## config.mk

```make
export PLATFORM = sky130hd
export DESIGN_NAME = fc_argmax
export DESIGN_NICKNAME = d
export VERILOG_FILES = /design/src/rtl/fc_argmax.sv
export SDC_FILE = /design/constraint.sdc
export NUM_CORES = 1
export LEC_CHECK = 0
export CORE_MARGIN = 1.5
export CORE_UTILIZATION = 40
export DETAILED_ROUTE_END_ITERATION = 8
export HOLD_SLACK_MARGIN = 0.06
export PLACE_DENSITY = 0.71
export SLEW_MARGIN = 20
export SYNTH_ARGS = -nofsm -noshare
export SYNTH_HDL_FRONTEND = slang
export SYNTH_SLANG_ARGS = --single-unit
```

## constraint.sdc

```tcl
create_clock -name clk -period 2.85 [get_ports clk]
set_input_delay 0.57 -clock clk [delete_from_list [all_inputs] [get_ports clk]]
set_output_delay 0.57 -clock clk [all_outputs]
set_load 0.005 [all_outputs]
```

## src/rtl/fc_argmax.sv

```systemverilog
// fc_argmax: classification back end for the CNN pipeline.
// Consumes one signed class score per valid beat (class 0..OUTPUT_NUM-1 in
// order). After the last class of a frame it publishes the winning index and
// score, pulses valid_out for one cycle and bumps a wrapping frame counter.
// Two-stage pipeline: an input register, then a compare/accumulate stage.
// All outputs come straight from flops.
module fc_argmax #(
    parameter int OUTPUT_NUM = 10,
    parameter int SCORE_BITS = 12,
    parameter int IDX_BITS   = 4,
    parameter int CNT_BITS   = 16
) (
    input  logic                         clk,
    input  logic                         rst_n,
    input  logic                         valid_in,
    input  logic signed [SCORE_BITS-1:0] score_in,
    input  logic                         clear,
    output logic                         valid_out,
    output logic        [IDX_BITS-1:0]   decision,
    output logic signed [SCORE_BITS-1:0] max_score,
    output logic        [CNT_BITS-1:0]   frame_count
);

    localparam logic [IDX_BITS-1:0] LAST_IDX = IDX_BITS'(OUTPUT_NUM - 1);

    typedef enum logic {
        ST_IDLE,   // cnt == 0, no partial frame held
        ST_ACCUM   // at least one score of the current frame accepted
    } state_t;

    state_t state_q, state_d;

    // Stage 1: input register
    logic                         s_valid_q, s_valid_d;
    logic signed [SCORE_BITS-1:0] s_score_q, s_score_d;

    // Stage 2: running maximum of the current frame
    logic        [IDX_BITS-1:0]   cnt_q, cnt_d;
    logic signed [SCORE_BITS-1:0] best_q, best_d;
    logic        [IDX_BITS-1:0]   best_idx_q, best_idx_d;

    // Published results
    logic                         valid_out_q, valid_out_d;
    logic        [IDX_BITS-1:0]   decision_q, decision_d;
    logic signed [SCORE_BITS-1:0] max_score_q, max_score_d;
    logic        [CNT_BITS-1:0]   frame_count_q, frame_count_d;

    // Shared stage-2 decode
    logic                         accept;     // stage-1 beat is processed this edge
    logic                         last_beat;  // stage-1 beat is the final class
    logic                         complete;   // frame finishes this edge
    logic                         take_new;   // stage-1 score becomes the winner
    logic signed [SCORE_BITS-1:0] win_score;
    logic        [IDX_BITS-1:0]   win_idx;

    // Winner including the beat currently in stage 1; clear drops that beat.
    always_comb begin
        accept    = s_valid_q & ~clear;
        last_beat = (cnt_q == LAST_IDX);
        complete  = accept & last_beat;
        // The first beat of a frame wins unconditionally; afterwards only a
        // strictly greater score replaces the leader, so ties keep the lower index.
        take_new  = (state_q == ST_IDLE) || (s_score_q > best_q);
        win_score = take_new ? s_score_q : best_q;
        if (state_q == ST_IDLE) begin
            win_idx = '0;
        end else if (take_new) begin
            win_idx = cnt_q;
        end else begin
            win_idx = best_idx_q;
        end
    end

    // Next-state logic for the frame tracking FSM.
    always_comb begin
        // NOTE: default first so every path assigns state_d and no latch is inferred.
        state_d = state_q;
        unique case (state_q)
            ST_IDLE: begin
                if (accept) begin
                    state_d = ST_ACCUM;
                end
            end
            ST_ACCUM: begin
                if (clear || complete) begin
                    state_d = ST_IDLE;
                end
            end
            default: state_d = ST_IDLE;
        endcase
    end

    // FSM state register with synchronous reset.
    always_ff @(posedge clk) begin
        if (!rst_n) begin
            state_q <= ST_IDLE;
        end else begin
            state_q <= state_d;
        end
    end

    // Datapath next-state: input stage, running maximum and result registers.
    always_comb begin
        s_valid_d     = valid_in & ~clear;
        s_score_d     = valid_in ? score_in : s_score_q;

        cnt_d         = cnt_q;
        best_d        = best_q;
        best_idx_d    = best_idx_q;

        valid_out_d   = 1'b0;
        decision_d    = decision_q;
        max_score_d   = max_score_q;
        frame_count_d = frame_count_q;

        if (clear) begin
            // Abandon the partial frame; best/best_idx are reloaded by the
            // next index-0 beat, so they are simply left alone here.
            cnt_d = '0;
        end else if (accept) begin
            best_d     = win_score;
            best_idx_d = win_idx;
            cnt_d      = last_beat ? '0 : cnt_q + 1'b1;
        end

        if (complete) begin
            valid_out_d   = 1'b1;
            decision_d    = win_idx;
            max_score_d   = win_score;
            frame_count_d = frame_count_q + 1'b1;
        end
    end

    // Datapath registers with synchronous reset.
    always_ff @(posedge clk) begin
        if (!rst_n) begin
            // NOTE: non-blocking assignments so every flop samples pre-edge values.
            s_valid_q     <= 1'b0;
            s_score_q     <= '0;
            cnt_q         <= '0;
            best_q        <= '0;
            best_idx_q    <= '0;
            valid_out_q   <= 1'b0;
            decision_q    <= '0;
            max_score_q   <= '0;
            frame_count_q <= '0;
        end else begin
            s_valid_q     <= s_valid_d;
            s_score_q     <= s_score_d;
            cnt_q         <= cnt_d;
            best_q        <= best_d;
            best_idx_q    <= best_idx_d;
            valid_out_q   <= valid_out_d;
            decision_q    <= decision_d;
            max_score_q   <= max_score_d;
            frame_count_q <= frame_count_d;
        end
    end

    assign valid_out   = valid_out_q;
    assign decision    = decision_q;
    assign max_score   = max_score_q;
    assign frame_count = frame_count_q;

endmodule
```

==> out/metrics.json <==
{
  "post_route_cells_drive_above_1_share": 0.0813,
  "ant_nets": 0,
  "synth_top_area_share": 0.423,
  "die-area_um2": 8480,
  "register_area_um2": 1340,
  "yosys_warnings": 0,
  "drt_drc_violations_left": 0,
  "peak_supply_drop_mv": 0.263,
  "syn_area_um2": 3170,
  "finalWorstPathRequiredPeriod_ns": 2.39,
  "unrepaired_setup_endpoints_after_global_routing": "no",
  "layout.cell_area.non_filler_um2": 3970,
  "netlist_top_cells_count": "dfxtp_1 (67), nand2_1 (40), o21ai_0 (31)",
  "critical_path.reg2reg.startpoint": "best_q[10]",
  "core.rowCount": 32,
  "ys_top_cells_by_area": "dfxtp_1 (42%), mux2i_1 (8.8%), ha_1 (5.1%)",
  "multi_input_comb_area_um2": 1680,
  "hold_class": "flop to flop",
  "worst-endpoint-required_ns": 3.08,
  "floorplan.initialDensity": 0.413,
  "tritoncts": "built",
  "synth_edf_count": 0,
  "area_delta_synth_final_pct": 25.0,
  "placed_instance_area_um2": 3760,
  "drt_pre_antenna_iters": 4,
  "chip_width_um": 92.1,
  "number_of_instances_in_the_synthesized_netlist": 355,
  "timing.final.setup_violations": 0,
  "synthesis.area_per_instance_um2": 8.94,
  "cts.htree.levels": 3,
  "total_leakage_power_nw": 1.46,
  "max-cap-violations": 0,
  "detail_route.iter0.violations": 115,
  "placement.io_buffers": 48,
  "ys_seq_elements": 67,
  "first_pass_grt_wire_length_mm": 11.4,
  "hold_start": "decision[0]",
  "grt_overflow": 0,
  "status": "finished, final reports clean",
  "share_of_synthesized_flip_flops_with_an_asynchronous_set_or_reset": 0,
  "worst_ep_arrival_time_ns": 2.62,
  "setup.worst_path.end_class": "flop",
  "yosys.area.top_type": "dfxtp_1",
  "clock_insertion_delay_at_the_later_pin_of_the_skew_report_ns": 0.34,
  "slew_headroom": 0.516,
  "synth.lib_cells_used.distinct": 43,
  "largest_net_degree_at_the_start_of_global_routing": 46,
  "post_drt_wl_per_cell_um": 13.2,
  "place.gp.congestion": 0.858,
  "critPathLaunch": "best_q[10]",
  "dp.final_hpwl_mm": 4.77,
  "layoutNonFillerInstCount": 508,
  "routed_via_density": 5.14,
  "clkSlewWorstSetupHoldPaths_ns": 0.07,
  "start_kind": "flop",
  "power_mw": 1.98,
  "antennaDiodeCount": 0,
  "n_fill_cell": 732,
  "dr_total_vias": 2610,
  "power_density_nw_per_um2": 498,
  "floorplan.core_area_um2": 7690,
  "worst-setup-path-type": "flop to flop",
  "max_freq_ghz": 0.419,
  "synthesis.nets": 384,
  "yosysMostFrequentCell": "dfxtp_1",
  "tns_ns": 0,
  "synth_ff_type": "dfxtp_1",
  "tritoncts_num_sinks": 67,
  "ctsRootBufferMaster": "clkbuf_8",
  "timing.final.crit_share": 0.837,
  "die_height_um": 92.1,
  "pin_count": 49,
  "max_slew.worst_pin.slew_ns": 0.724,
  "fin_skew_ns": 0.00558,
  "final_core_utilization": 0.516,
  "globalRouteTotalUtil": 0.169,
  "cts.repair.resized": 0,
  "clk_buf_depth": 2,
  "grt_pass1_vias": 2505,
  "cts.hold.buffers_added": 0,
  "finalNetCount": 430,
  "maximum_fanout_encountered_on_the_critical_timing_path": 14,
  "sequential_cell_area_fraction_in_the_yosys_report": 0.423,
  "post-cts-setup-buffer-count": 0,
  "finalHoldViolCount": 0,
  "tritoncts.num_buffers": 9,
  "finalWirelength_mm": 6.68,
  "antenna_violations_before_repair": 0,
  "timing.final.max_slew_violations": 0,
  "placed_cells_incl_taps": 492
}
==> where the power goes <==
| part | internal (mW) | total (mW) | leakage [nW] | switching [mW] |
|---|---|---|---|---|
| combinational | 0.0799 | 0.187 | 0.810 | 0.108 |
| sequential | 0.949 | 0.964 | 0.542 | 0.0150 |
| clock | 0.473 | 0.826 | 0.108 | 0.354 |
| total | 1.50 | 1.98 | 1.46 | 0.476 |
==> per-stage QoR <==
stage	hold WS [ns]	setup WS [ns]
2_1_floorplan	0.448	0.683
3_3_place_gp	0.458	0.348
3_5_place_dp	0.467	0.276
4_1_cts	0.478	0.480
5_1_grt	0.494	0.256
6_report	0.473	0.463
==> cell type report <==
class                      count  area share
clock buffer                  12      0.0416
clock inverter                 4      0.0120
sequential                    67       0.338
tap                          102      0.0322
multi-input combinational    251       0.424
inverter                      17      0.0161
timing repair buffer          55       0.136
==> routing by layer <==
metal | vias up | track usage | wire, um
met4 | 0 | 0.0756 | 99
met3 | 7 | 0.0390 | 314
met2 | 55 | 0.282 | 3160
met1 | 1207 | 0.206 | 3110
met5 | - | 0 | 0
li1 | 1341 | - | -
==> critical path: stages (launching register included) <==
cell     delay (ns)
dfxtp_1        0.35
inv_1          0.05
ha_1           0.29
nand4_1        0.18
nor3_1         0.09
a21oi_1        0.48
o31a_2         0.45
o21ai_2        0.12
a32o_1         0.28
==> sequential cells by signal, summed over array words and instances (netlist names) <==
name and flops:
state_q 1, decision 4, max_score 12, cnt_q 4
s_score_q 12, best_q 12, best_idx_q 4, valid_out 1
s_valid_q 1, frame_count 16
==> cells in the final DEF, fill, tap and decap left out, types with 4 or more instances in the layout <==
cell / Yosys / final
a21boi_0: 4 / 4
inv_1: 17 / 17
nand2b_1: 5 / 5
nand2_1: 40 / 40
ha_1: 13 / 13
clkdlybuf4s50_1: 0 / 47
nand4_1: 8 / 8
xnor2_1: 8 / 8
a31oi_1: 14 / 14
a32o_1: 4 / 4
nor2b_1: 16 / 16
nor2_1: 9 / 9
buf_4: 1 / 6
a21oi_1: 10 / 10
nand3_1: 20 / 20
o21ai_0: 31 / 31
mux2i_1: 28 / 28
and2_1: 10 / 10
clkbuf_8: 0 / 12
dfxtp_1: 67 / 67
==> final timing paths <==
kind                   endpoint  slack (ns)  depth (start not counted)
setup / recovery  best_idx_q[0]        0.46                          8
hold / removal      decision[0]        0.47                          2
setup reg to reg  best_idx_q[0]        0.46                          8
hold reg to reg     decision[0]        0.47                          2
==> kinds of logic (layout without fill, tap and decap cells) <==
kind of cell | after synthesis | after routing | synth area share
compound gates | 74 | 74 | 0.150
xor+xnor | 11 | 11 | 0.0304
fa+ha+maj | 13 | 13 | 0.0512
buf+inv | 37 | 88 | 0.0473
flops | 67 | 67 | 0.423
mux | 29 | 29 | 0.0930
simple gates | 124 | 124 | 0.206
Note: power is estimated with default switching activity, not from simulation.
